`config.mk`:
```
export PLATFORM = sky130hd
export DESIGN_NAME = dual_write_port_scheduler
export DESIGN_NICKNAME = d
export VERILOG_FILES = /design/src/rtl/dual_write_pkg.sv /design/src/rtl/write_slot.sv /design/src/rtl/dual_write_port_scheduler.sv
export SDC_FILE = /design/constraint.sdc
export NUM_CORES = 1
export LEC_CHECK = 0
export ABC_AREA = 1
export BUFFER_PORTS_ARGS = -buffer_cell sky130_fd_sc_hd__buf_2
export CORE_MARGIN = 1
export CORE_UTILIZATION = 47
export CTS_BUF_LIST = sky130_fd_sc_hd__clkbuf_8 sky130_fd_sc_hd__clkbuf_16
export CTS_CLUSTER_SIZE = 12
export DETAILED_ROUTE_END_ITERATION = 7
export PLACE_DENSITY = 0.79
export SLEW_MARGIN = 5
export SYNTH_ARGS = -nofsm -noshare
export SYNTH_HDL_FRONTEND = slang
export SYNTH_SLANG_ARGS = --single-unit
```
`constraint.sdc`:
```
create_clock -name clk -period 1.7 [get_ports clk]
set_input_delay 0.255 -clock clk [delete_from_list [all_inputs] [get_ports clk]]
set_output_delay 0.255 -clock clk [all_outputs]
set_load 0.005 [all_outputs]
```
`src/rtl/dual_write_pkg.sv`:
```
// Shared defaults and priority encodings for the dual write-port scheduler.
package dual_write_pkg;

  localparam int unsigned DEF_WIDTH  = 16;
  localparam int unsigned DEF_ADDR_W = 3;
  localparam int unsigned DEF_CNT_W  = 8;

  localparam logic PRIO_REQ1 = 1'b0;
  localparam logic PRIO_REQ2 = 1'b1;

endpackage

```
`src/rtl/write_slot.sv`:
```
// One-entry holding register for a single write requester; cleared by a grant unless refilled.
module write_slot #(
  parameter int unsigned WIDTH  = 16,
  parameter int unsigned ADDR_W = 3
) (
  input  logic              clk_i,
  input  logic              rst_ni,
  input  logic              valid_i,
  input  logic [ADDR_W-1:0] addr_i,
  input  logic [WIDTH-1:0]  data_i,
  input  logic              grant_i,
  output logic              ready_o,
  output logic              pend_o,
  output logic [ADDR_W-1:0] addr_o,
  output logic [WIDTH-1:0]  data_o
);

  logic              pend_q, pend_d;
  logic [ADDR_W-1:0] addr_q, addr_d;
  logic [WIDTH-1:0]  data_q, data_d;
  logic              accept;

  // Granted entry leaves this edge, so the slot may refill back-to-back.
  assign ready_o = ~pend_q | grant_i;
  assign accept  = valid_i & ready_o;

  always_comb begin
    pend_d = pend_q;
    addr_d = addr_q;
    data_d = data_q;
    if (accept) begin
      pend_d = 1'b1;
      addr_d = addr_i;
      data_d = data_i;
    end else if (grant_i) begin
      pend_d = 1'b0;
    end
  end

  always_ff @(posedge clk_i or negedge rst_ni) begin
    if (!rst_ni) begin
      pend_q <= 1'b0;
      addr_q <= '0;
      data_q <= '0;
    end else begin
      pend_q <= pend_d;
      addr_q <= addr_d;
      data_q <= data_d;
    end
  end

  assign pend_o = pend_q;
  assign addr_o = addr_q;
  assign data_o = data_q;

endmodule

```
`src/rtl/dual_write_port_scheduler.sv`:
```
// Two requesters share the two storage write ports; same-address pairs are serialised round-robin.
module dual_write_port_scheduler
  import dual_write_pkg::*;
#(
  parameter int unsigned WIDTH  = DEF_WIDTH,
  parameter int unsigned ADDR_W = DEF_ADDR_W,
  parameter int unsigned CNT_W  = DEF_CNT_W
) (
  input  logic              clk,
  input  logic              reset,
  input  logic              req1_valid,
  input  logic [ADDR_W-1:0] req1_addr,
  input  logic [WIDTH-1:0]  req1_data,
  output logic              req1_ready,
  input  logic              req2_valid,
  input  logic [ADDR_W-1:0] req2_addr,
  input  logic [WIDTH-1:0]  req2_data,
  output logic              req2_ready,
  input  logic              hold,
  output logic              wr_en_1,
  output logic [ADDR_W-1:0] wr_addr_1,
  output logic [WIDTH-1:0]  wr_data_1,
  output logic              wr_en_2,
  output logic [ADDR_W-1:0] wr_addr_2,
  output logic [WIDTH-1:0]  wr_data_2,
  output logic [CNT_W-1:0]  collision_cnt,
  output logic              rr_prio
);

  logic              pend1, pend2;
  logic [ADDR_W-1:0] addr1, addr2;
  logic [WIDTH-1:0]  data1, data2;
  logic              grant1, grant2;
  logic              same_addr, collision;
  logic              rr_q, rr_d;
  logic [CNT_W-1:0]  cnt_q, cnt_d;

  write_slot #(.WIDTH(WIDTH), .ADDR_W(ADDR_W)) u_slot1 (
    .clk_i   (clk),
    .rst_ni  (reset),
    .valid_i (req1_valid),
    .addr_i  (req1_addr),
    .data_i  (req1_data),
    .grant_i (grant1),
    .ready_o (req1_ready),
    .pend_o  (pend1),
    .addr_o  (addr1),
    .data_o  (data1)
  );

  write_slot #(.WIDTH(WIDTH), .ADDR_W(ADDR_W)) u_slot2 (
    .clk_i   (clk),
    .rst_ni  (reset),
    .valid_i (req2_valid),
    .addr_i  (req2_addr),
    .data_i  (req2_data),
    .grant_i (grant2),
    .ready_o (req2_ready),
    .pend_o  (pend2),
    .addr_o  (addr2),
    .data_o  (data2)
  );

  assign same_addr = pend1 & pend2 & (addr1 == addr2);
  assign collision = same_addr & ~hold;

  always_comb begin
    grant1 = 1'b0;
    grant2 = 1'b0;
    if (!hold) begin
      if (same_addr) begin
        grant1 = (rr_q == PRIO_REQ1);
        grant2 = (rr_q == PRIO_REQ2);
      end else begin
        grant1 = pend1;
        grant2 = pend2;
      end
    end
  end

  always_comb begin
    rr_d  = rr_q;
    cnt_d = cnt_q;
    if (collision) begin
      rr_d = ~rr_q;
      if (cnt_q != {CNT_W{1'b1}}) cnt_d = cnt_q + 1'b1;
    end
  end

  always_ff @(posedge clk or negedge reset) begin
    if (!reset) begin
      rr_q  <= PRIO_REQ1;
      cnt_q <= '0;
    end else begin
      rr_q  <= rr_d;
      cnt_q <= cnt_d;
    end
  end

  assign wr_en_1       = grant1;
  assign wr_addr_1     = addr1;
  assign wr_data_1     = data1;
  assign wr_en_2       = grant2;
  assign wr_addr_2     = addr2;
  assign wr_data_2     = data2;
  assign collision_cnt = cnt_q;
  assign rr_prio       = rr_q;

endmodule

```
# Word-level counts from Yosys, hierarchy flattened
# Cells that the tools add are included.
# W data, S select, Z words.
[word_totals] regBits=49 inputBits=43 output_inout_bits=51 word_cells=33
[op_classes] add_sub_neg=1 n_eq_ne=2 n_mux=8 n_bitwise=11 reduce_logical=3
[ops] op="$add A8 B1 Y8 const B" count=1
[ops] op="$mux W1" count=8
[ops] op="$ne A8 B8 Y1 const B" count=1
[ops] op="$and A1 B1 Y1" count=5
[ops] op="$not A1 Y1" count=4
[ops] op="$reduce_bool A2 Y1" count=2
[ops] op="$eq A3 B3 Y1" count=1
[ops] op="$or A1 B1 Y1" count=2
[ops] op="$reduce_and A2 Y1" count=1

# Depth between registers and ports, before layout
# Gate-level depths: netlist (run 1).
[logic_depth] word_depth=7 depth_mapped=11 ltp_nobuf=10

# Cells and area by module
# A second synthesis (run 1) with hierarchy kept.
[unflattened] cells_unflattened=281 hier_area_um2=2339.7
[modules_own_cells] mod="write_slot" n_inst=2 cells_each=87 area_per_inst_um2=813.3 seq_area_each_um2=500.5
[modules_own_cells] mod="dual_write_port_scheduler" n_inst=1 cells_each=107 area_per_inst_um2=713.2 seq_area_each_um2=225.2

# Least setup slack after synthesis (run 1)
# OpenSTA, ideal clock, no wires.
[synth_timing] path_kind="flip-flop to flip-flop" startpoint="register cnt_q[0] (netlist: collision_cnt[0])" endpoint="register cnt_q[3] (netlist: collision_cnt[3])" setup_time_ns=0.119 arrival_ns=1.280 required_time_ns=1.581 path_slack_ns=0.300 path_stages_with_launch=9 n_path_buf=1 synth_period_minus_slack_ns=1.400 path_cell_list="dfrtp_1 ha_1 nand2_1 inv_1 nand3_1 nand2_2 buf_6 o21ai_2 nand2_1"
[synth_via] elab_chain_len=2 word_cells_on_any_way=3 cone_classes="add/sub: 1; eq/ne: 1; reduce/logical: 1"
[synth_rtl] element="start, declared" line_no="dual_write_port_scheduler.sv:36" text="logic [CNT_W-1:0] cnt_q, cnt_d;"
[synth_rtl] element="start signal, assigned" line_no="dual_write_port_scheduler.sv:96" text="cnt_q <= cnt_d;"
[synth_rtl] element="branches (longest 2 deep; another with $add A8 B1 Y8)"
# Several ways; the timed one is not identified.
# A chain may end at the register's enable or synchronous reset.

# Worst setup path after layout (run 1)
[layout_timing] startpoint="register u_slot1.addr_q[0] (netlist: u_slot1.addr_o[0])" endpoint="output port req1_ready"
[layout_via] elab_chain_len=5
[layout_rtl] element="start, declared" line_no="write_slot.sv:19" text="logic [ADDR_W-1:0] addr_q, addr_d;"
[layout_rtl] element="start signal, assigned" line_no="write_slot.sv:47" text="addr_q <= addr_d;"
[layout_rtl] element="$eq A3 B3 Y1" line_no="dual_write_port_scheduler.sv:64" text="assign same_addr = pend1 & pend2 & (addr1 == addr2);"
[layout_rtl] element="$and A1 B1 Y1" line_no="dual_write_port_scheduler.sv:64"
[layout_rtl] element="$mux W1" line_no="dual_write_port_scheduler.sv:71" text="if (same_addr) begin"
[layout_rtl] element="$mux W1" line_no="dual_write_port_scheduler.sv:70" text="if (!hold) begin"
[layout_rtl] element="$or A1 B1 Y1" line_no="write_slot.sv:24" text="assign ready_o = ~pend_q | grant_i;"
[layout_rtl] element="end, declared" line_no="dual_write_port_scheduler.sv:14" text="output logic req1_ready,"
# Every way passes these cells.

==> flow_summary.toml, run 1 <==
[outcome]
status = "finished with violations"
violations = "negative setup slack"

[setup_path]
path_delay_family = "simple AND/OR/NAND/NOR gates"
critPathSlowestCell = "dfrtp_1"
required_ns = 1.44
reg2regPathDepth = 12
path_class = "flip-flop to output port"
endpoint = "req1_ready"
cp.arrival_ns = 1.46
r2r_end = "u_slot2.data_o[12]"
crit_path_frequent_cell = "nand2_2"
cp_num_buf_inv = 2
critPathMaxFanout = 3
start_kind = "flip-flop"
cp.depth = 8
cp_slowest_stage_delay_ns = 0.42
critPathLaunch = "u_slot1.addr_o[0]"
crit_chain = "nand2_1 -> nand2_2 -> nor2_4 -> nand3_2 -> nand2_2 -> nand2_2 -> buf_6 -> buf_6"
endpoint_kind = "output port"
rrSetupSlack_ns = 0.13
r2r-start = "u_slot2.addr_o[2]"

[yosys]
syn-num-nets = 300
yosysMostFrequentCell = "nand2_1"
yosysSeqAreaShare_pct = 55.8
ys_ff_latch = 49
syn_avg_cell_area_um2 = 8.58
synthTopCellsByCount = "nand2_1, dfrtp_1, nand3_1"
syn_inst = 256
post-synth-top-area-cell = "dfrtp_1"
synth_area_leaders = "dfrtp_1, nand2_1, nand3_1"
synth-edff-count = 0
yosysWarnings = 0
synth_cell_type_count = 21
netlist.area_leader.share_pct = 55.8
synth_ff_type = "dfrtp_1"
syn_area_um2 = 2200
async_flop_share_pct = 100

[floorplanning]
core_um2 = 4410
die-area_um2 = 4950
die_w_um = 70.4
die_h_um = 70.4
row_count = 24
initial_core_util_pct = 49.7
ios = 94

[cells_and_area]
syn_to_final_growth_pct = 36.3
layout.cells.non_filler = 417
nets = 408
fillCellCount = 370
n_antenna_cell = 0
drive_gt1_share_pct = 38.4
ff_latch_area_um2 = 1230
multiInputGateArea_um2 = 871

[placement]
dpl.hpwl_um = 3320
io_buffers = 93
place_ws_ns = 0.108
place_inst = 394
gp_congestion = 0.794

[route]
num_vias = 2002
drtIter0Drc = 69
drtAntennaViolNets = 0
drt_pass1_iterations = 4
wire_per_inst_um = 11.5
routed_wl_um = 4810
vias_per_cell = 4.80
drc = 0

[timing]
fin_crit_sh_pct = 101
hold_violations = 0
setup_ws_ns = -0.0105
report.final.slew_viol_count = 0
setup_viol = 1
rsz0062_at_grt = "true"
slew_headroom_pct = 72.3
fmax_ghz = 0.585
worstMarginPinSlew_ns = 0.416
period_needed_ns = 1.71
worst_clock_skew_ns = 0.00744

[cts]
tritoncts = "yes"
clock_sinks = 49
cts-root-buf = "clkbuf_8"
clockBufferDepth = 2
path_clk_slew_ns = 0.09
clock_latency_ns = 0.30
h-tree-depth = 2
cts_buffers = 5

[global_route]
grt_pass1_wl_um = 8180
grt_max_degree = 50
track_usage_pct = 20.8
grt-ovfl-total = 0
antenna_found_initial = 0
grt_pass1_vias = 1846

[power_and_ir_drop]
ir_worst_vdd_uv = 906
p_per_area_nw_per_um2 = 1700
leakagePower_nw = 1.74

[flow_run]
cap_violations = 0

[worst_hold_path]
holdCritStartpoint = "req2_data[1]"
min_path_type = "primary input to flip-flop"
tightest hold or removal path, cell delays in order:
cell and delay (ns):
buf_2 0.07, nand3_1 0.06, nand2_1 0.06
stage by stage:
step	hold slack, ns	util (%)	instance area (µm²)	total power [mW]	setup TNS [ns]
after detailed placement	0.264	61.0	2690	3.87	0
after floorplan	-0.0406	-	2200	3.07	0
after CTS	0.178	66.7	2950	5.02	-0.0302
final	0.186	67.8	2990	5.10	-0.0105
after global routing	0.182	67.8	2990	5.53	-0.457
after global placement	0.263	61.0	2690	3.81	0
per-layer routing:
layer | up-vias | wire length [µm] | track usage (%)
li1 | 1018 | - | -
met1 | 905 | 2180 | 27.3
met2 | 72 | 2250 | 33.7
met3 | 7 | 323 | 5.63
met4 | 0 | 51 | 6.00
met5 | - | 0 | 0
flip-flops by register name (all words and copies together), names as in the netlist:
name            flops
u_slot1.data_o     16
u_slot2.data_o     16
collision_cnt       8
u_slot1.addr_o      3
u_slot2.addr_o      3
rr_prio             1
u_slot1.pend_o      1
u_slot2.pend_o      1
repair_timing:
| item | in CTS | in global routing |
|---|---|---|
| buffers inserted | 11 | 3 |
| hold buffers | 1 | 0 |
| endpoints found under the hold margin | 49 | 0 |
| pin swaps | 7 | 6 |
| endpoints found under the setup margin | 2 | 46 |
| gates resized for setup | 11 | 5 |
area by class of cell:
type	instances	share of cell area (%)
Sequential cell	49	41.0
Multi-Input combinational cell	179	29.1
Timing Repair Buffer	114	22.0
Clock buffer	6	2.76
Tap cell	52	2.17
Inverter	15	1.88
Clock inverter	2	1.13
worst min path at each step:
stage                                    to  slack, ns  cells after the start
after floorplan            collision_cnt[0]      -0.04                      0
after CTS                 u_slot2.data_o[1]       0.18                      3
final                     u_slot2.data_o[1]       0.19                      3
after global routing      u_slot1.data_o[5]       0.18                      3
after global placement    u_slot2.data_o[2]       0.26                      2
after detailed placement  u_slot2.data_o[6]       0.26                      2
logic make-up after synthesis:
kind of cell	synth area share (%)
compound gates	1.25
xor+xnor	2.74
fa+ha+maj	0.570
buf+inv	6.72
flops	55.8
simple gates	32.9
layout by cell type, fill, tap and decap left out, types with 2 or more instances in the layout:
master and instances:
nand2_1 101, buf_2 91, dfrtp_1 49, nand3_1 44
buf_4 17, inv_1 15, nand2_2 7, clkbuf_8 6
nor2_1 5, buf_6 4, xor2_1 3, nor2_4 2
nor2_2 2, nand3_2 2, nand2_4 2, o21ai_1 2
xnor2_1 2, o21ai_2 2
report_power, final:
| part | switching (mW) | internal (mW) | leakage [nW] |
|---|---|---|---|
| clock | 0.365 | 0.474 | 0.0626 |
| combinational | 1.16 | 1.11 | 1.07 |
| sequential | 0.319 | 1.67 | 0.610 |
Note: power is estimated with default switching activity, not from simulation.
==> run 2, diff against run 1 <==
--- a/config.mk
+++ b/config.mk
@@ -8,11 +8,11 @@
 export ABC_AREA = 1
 export BUFFER_PORTS_ARGS = -buffer_cell sky130_fd_sc_hd__buf_2
 export CORE_MARGIN = 1
-export CORE_UTILIZATION = 47
+export CORE_UTILIZATION = 50
 export CTS_BUF_LIST = sky130_fd_sc_hd__clkbuf_8 sky130_fd_sc_hd__clkbuf_16
 export CTS_CLUSTER_SIZE = 12
 export DETAILED_ROUTE_END_ITERATION = 7
-export PLACE_DENSITY = 0.79
+export PLACE_DENSITY = 0.83
 export SLEW_MARGIN = 5
 export SYNTH_ARGS = -nofsm -noshare
 export SYNTH_HDL_FRONTEND = slang
==> constraint.sdc (replaced) <==
create_clock -name clk -period 2.15 [get_ports clk]
set_input_delay 0.3225 -clock clk [delete_from_list [all_inputs] [get_ports clk]]
set_output_delay 0.3225 -clock clk [all_outputs]
set_load 0.005 [all_outputs]
==> flow_summary.toml, run 2 (synthesized netlist as in run 1, its figures left out) <==
[global_route]
grt-busiest-layer = "met2"
grt_max_degree = 26
grt-ovfl-total = 0
grt_pass1_wl_um = 7450
gr-usage-met1_pct = 27.2
grt_use_met2_pct = 35.8
grt_pass1_vias = 1752
track_usage_pct = 21.3
met3_usage_pct = 5.50
antenna_found_initial = 0

[power_and_ir_drop]
p_per_area_nw_per_um2 = 1270
total_power_mw = 3.51
p_sw_share_pct = 37.6
combPwrFrac_pct = 39.7
p_switching_mw = 1.32
ir_worst_vdd_uv = 673
leakagePower_nw = 1.63
p_seq_share_pct = 45.4
clkPwrFrac_pct = 14.9
internal_power_mw = 2.19

[cts]
cts-root-buf = "clkbuf_8"
tritoncts = "yes"
cts_setup_buffers = 0
cts_hold_buf = 0
h-tree-depth = 2
clock_latency_ns = 0.29
cts_resized = 0
clockBufferDepth = 2
cts_buffers = 5
path_clk_slew_ns = 0.08
clock_sinks = 49

[floorplanning]
die_w_um = 68.3
initial_core_util_pct = 53.4
die-area_um2 = 4660
core_um2 = 4120
die_h_um = 68.3
row_count = 23
ios = 94

[cells_and_area]
final_common_cell = "nand2_1"
layout_common_cells = "nand2_1, buf_2, dfrtp_1"
layout.cells.non_filler = 397
fillCellCount = 351
syn_to_final_growth_pct = 25.8
nets = 391
utilization_pct = 67.1
n_antenna_cell = 0
drive_gt1_share_pct = 33.1
fin_area_um2 = 2760

[placement]
dpl.hpwl_um = 3420
placed_cell_area_um2 = 2680
gp_congestion = 0.754
io_buffers = 93
place_ws_ns = 0.419
place_inst = 390

[timing]
fin_crit_sh_pct = 91.5
period_needed_ns = 1.97
worst_clock_skew_ns = 0.00706
setup_viol = 0
rsz0062_at_grt = "false"
fin_tns_setup_ns = 0
fmax_ghz = 0.508
slew_headroom_pct = 61.5
setup_ws_ns = 0.183
finalHoldWorstSlack_ns = 0.0208
worstMarginPinSlew_ns = 0.577
report.final.slew_viol_count = 0
hold_violations = 0

[setup_path]
r2r_end = "u_slot1.data_o[15]"
rrSetupSlack_ns = 0.40
critPathSlowestCell = "dfrtp_1"
critPathMaxFanout = 12
endpoint_kind = "output port"
cp_slowest_stage_delay_ns = 0.40
crit_chain = "inv_1 -> nand2_1 -> nand2_2 -> nor2_4 -> nand3_1 -> nand2_1 -> nand2_1 -> buf_2"
r2r-start = "u_slot2.addr_o[1]"
reg2regPathDepth = 10
crit_path_frequent_cell = "nand2_1"
start_kind = "flip-flop"
path_class = "flip-flop to output port"
cp.arrival_ns = 1.64
required_ns = 1.83

[route]
drt_pass1_iterations = 4
drtAntennaViolNets = 0
vias_per_cell = 4.86
num_vias = 1928
wire_per_inst_um = 11.4
drc = 0
drtIter0Drc = 73
routed_wl_um = 4540

[worst_hold_path]
min_path_type = "primary input to async pin"

[flow_run]
cap_violations = 0

[outcome]
status = "completed"
## run 2: how the worst max path moves through the flow
| stage | startpoint | end | slack [ns] | depth (start not counted) |
|---|---|---|---|---|
| after floorplan | collision_cnt[0] | collision_cnt[3] | 0.75 | 8 |
| after global placement | u_slot1.addr_o[0] | u_slot1.data_o[9] | 0.48 | 8 |
| after detailed placement | u_slot2.addr_o[1] | u_slot1.data_o[15] | 0.42 | 10 |
| after CTS | u_slot2.addr_o[1] | req1_ready | 0.17 | 8 |
| after global routing | u_slot1.addr_o[2] | req1_ready | 0.06 | 8 |
| final | u_slot2.addr_o[1] | req1_ready | 0.18 | 8 |
## run 2: critical path, delay by kind of cell (launching register included)
family                 cells  cell delay, ns
buffers and inverters      2            0.30
DFF                        1            0.40
and+or+nand+nor            6            0.65
## run 2: layout make-up
type	instances	area (µm²)	area share, %
clock buffers	6	82.6	2.99
clock inverters	1	3.75	0.136
inverters	15	56.3	2.04
multi-input cells	179	822	29.8
flip-flops and latches	49	1230	44.4
well taps	50	62.6	2.27
repair buffers	97	508	18.4
## run 2: routing by layer
| metal | routed length (µm) | up-vias | part of all wire [%] |
|---|---|---|---|
| met5 | 0 | - | 0 |
| met4 | 17 | 0 | 0.37 |
| met3 | 214 | 2 | 4.7 |
| met2 | 2260 | 56 | 50 |
| met1 | 2050 | 888 | 45 |
| li1 | - | 982 | - |
## run 2: power by group through the flow
| stage | Sequential, mW | Clock, mW | Combinational [mW] |
|---|---|---|---|
| CTS | 1.59 | 0.540 | 1.42 |
| global route | 1.65 | 0.590 | 1.61 |
| floorplan | 1.62 | 0 | 0.806 |
| finish | 1.59 | 0.522 | 1.39 |
| global placement | 1.59 | 0 | 1.38 |
| detailed placement | 1.60 | 0 | 1.42 |
==> run 3, diff against run 2 <==
--- a/config.mk
+++ b/config.mk
@@ -8,11 +8,12 @@
 export ABC_AREA = 1
 export BUFFER_PORTS_ARGS = -buffer_cell sky130_fd_sc_hd__buf_2
 export CORE_MARGIN = 1
-export CORE_UTILIZATION = 50
+export CORE_UTILIZATION = 51
 export CTS_BUF_LIST = sky130_fd_sc_hd__clkbuf_8 sky130_fd_sc_hd__clkbuf_16
 export CTS_CLUSTER_SIZE = 12
 export DETAILED_ROUTE_END_ITERATION = 7
-export PLACE_DENSITY = 0.83
+export GPL_TIMING_DRIVEN = 0
+export PLACE_DENSITY = 0.85
 export SLEW_MARGIN = 5
 export SYNTH_ARGS = -nofsm -noshare
 export SYNTH_HDL_FRONTEND = slang
==> flow_summary.toml, run 3 (synthesized netlist as in run 1, its figures left out) <==
[outcome]
status = "completed"

[placement]
gp_congestion = 0.712
dpl.hpwl_um = 3410
placed_cell_area_um2 = 2720
io_buffers = 93

[floorplanning]
die-area_um2 = 4570
die_w_um = 67.6
ios = 94
row_count = 23
die_h_um = 67.6
initial_core_util_pct = 54.1
core_um2 = 4060

[setup_path]
reg2regPathDepth = 8
start_kind = "flip-flop"
endpoint_kind = "output port"
cp.arrival_ns = 1.61
required_ns = 1.83
path_class = "flip-flop to output port"
critPathMaxFanout = 10

[worst_hold_path]
min_path_type = "primary input to async pin"

[route]
vias_per_cell = 4.83
routed_wl_um = 4590
drtAntennaViolNets = 0
drtIter0Drc = 98
num_vias = 1960
drc = 0
wire_per_inst_um = 11.3
drt_pass1_iterations = 4

[cts]
path_clk_slew_ns = 0.09
tritoncts = "yes"
cts_hold_buf = 0
clock_latency_ns = 0.29
h-tree-depth = 2
cts_buffers = 5
cts_setup_buffers = 0
clock_sinks = 49
clockBufferDepth = 2
cts_resized = 0
cts-root-buf = "clkbuf_8"

[cells_and_area]
n_antenna_cell = 0
ff_latch_area_um2 = 1230
nets = 400
drive_gt1_share_pct = 33.7
final_common_cell = "nand2_1"
syn_to_final_growth_pct = 28.0
multiInputGateArea_um2 = 822
layout_common_cells = "nand2_1, buf_2, dfrtp_1"
fillCellCount = 336
fin_area_um2 = 2810

[power_and_ir_drop]
p_per_area_nw_per_um2 = 1270
p_seq_share_pct = 44.6
ir_worst_vdd_uv = 795
p_switching_mw = 1.34
internal_power_mw = 2.23
p_sw_share_pct = 37.6
combPwrFrac_pct = 40.5
clkPwrFrac_pct = 14.9
leakagePower_nw = 1.66

[timing]
rsz0062_at_grt = "false"
period_needed_ns = 1.93
slew_headroom_pct = 28.4
setup_viol = 0
worst_clock_skew_ns = 0.00687
report.final.slew_viol_count = 0
hold_violations = 0
fin_tns_setup_ns = 0
worstMarginPinSlew_ns = 1.07
fin_crit_sh_pct = 90.0
fmax_ghz = 0.517

[global_route]
met3_usage_pct = 6.08
grt_max_degree = 50
grt_pass1_vias = 1781
antenna_found_initial = 0
track_usage_pct = 21.6
gr-usage-met1_pct = 26.2
grt_use_met2_pct = 37.3
grt_pass1_wl_um = 7400
grt-ovfl-total = 0
grt-busiest-layer = "met2"

[flow_run]
cap_violations = 0
[run 3: cell types whose count changed in the layout (fill, tap and decap cells not counted)]
cell      delta
buf_2        +4
buf_6        +5
buf_12       -1
buf_1        +2
buf_4        -3
clkbuf_1     +2
[run 3: stage by stage]
| step | hold WS [ns] | utilization, % | total power, mW | setup slack, ns | instances |
|---|---|---|---|---|---|
| 3_3_place_gp | 0.450 | 67.1 | 3.02 | 0.533 | 399 |
| 4_1_cts | 0.250 | 69.3 | 3.61 | 0.192 | 406 |
| 3_5_place_dp | 0.454 | 67.1 | 3.08 | 0.530 | 399 |
| 6_report | 0.218 | 69.3 | 3.57 | 0.215 | 406 |
| 2_1_floorplan | 0.0269 | - | 2.43 | 0.750 | 256 |
| 5_1_grt | 0.251 | 69.3 | 3.89 | 0.00616 | 406 |
[run 3: metal layers]
metal | share of wire [%] | vias up
met2 | 49 | 67
met5 | 0 | -
met3 | 6.4 | 2
met1 | 44 | 891
met4 | 0.50 | 0
li1 | - | 1000
[run 3: power groups by stage]
| stage | clock network, mW | logic (mW) | registers (mW) |
|---|---|---|---|
| 3_3_place_gp | 0 | 1.42 | 1.60 |
| 4_1_cts | 0.546 | 1.47 | 1.60 |
| 2_1_floorplan | 0 | 0.806 | 1.62 |
| 6_report | 0.532 | 1.45 | 1.59 |
| 3_5_place_dp | 0 | 1.47 | 1.60 |
| 5_1_grt | 0.583 | 1.66 | 1.64 |
[run 3: worst max-delay path: stages (launching register included)]
cell and delay (ns):
dfrtp_1 0.40, inv_1 0.06, nand2_1 0.05, nand2_1 0.06, nor2_2 0.13, nand3_1 0.09, nand2_1 0.08, nand2_1 0.11
buf_2 0.20, buf_2 0.14
[run 3: area by class of cell]
class / count / share of cell area, %
Buffer: 13 / 3.25
Clock buffer: 6 / 2.94
Clock inverter: 1 / 0.134
Inverter: 15 / 2.00
Multi-Input combinational cell: 179 / 29.3
Sequential cell: 49 / 43.6
Tap cell: 50 / 2.23
Timing Repair Buffer: 93 / 16.6
[run 3: worst paths after layout]
check                             startpoint                 to  slack [ns]
max                        u_slot1.addr_o[2]         req1_ready        0.22
min                                    reset   collision_cnt[2]        0.22
max reg2reg                 collision_cnt[0]   collision_cnt[3]        0.64
min reg2reg                u_slot1.data_o[0]  u_slot1.data_o[0]        0.47
max in group asynchronous              reset  u_slot1.addr_o[1]        1.26
min in group clk                req1_addr[2]  u_slot1.addr_o[2]        0.25
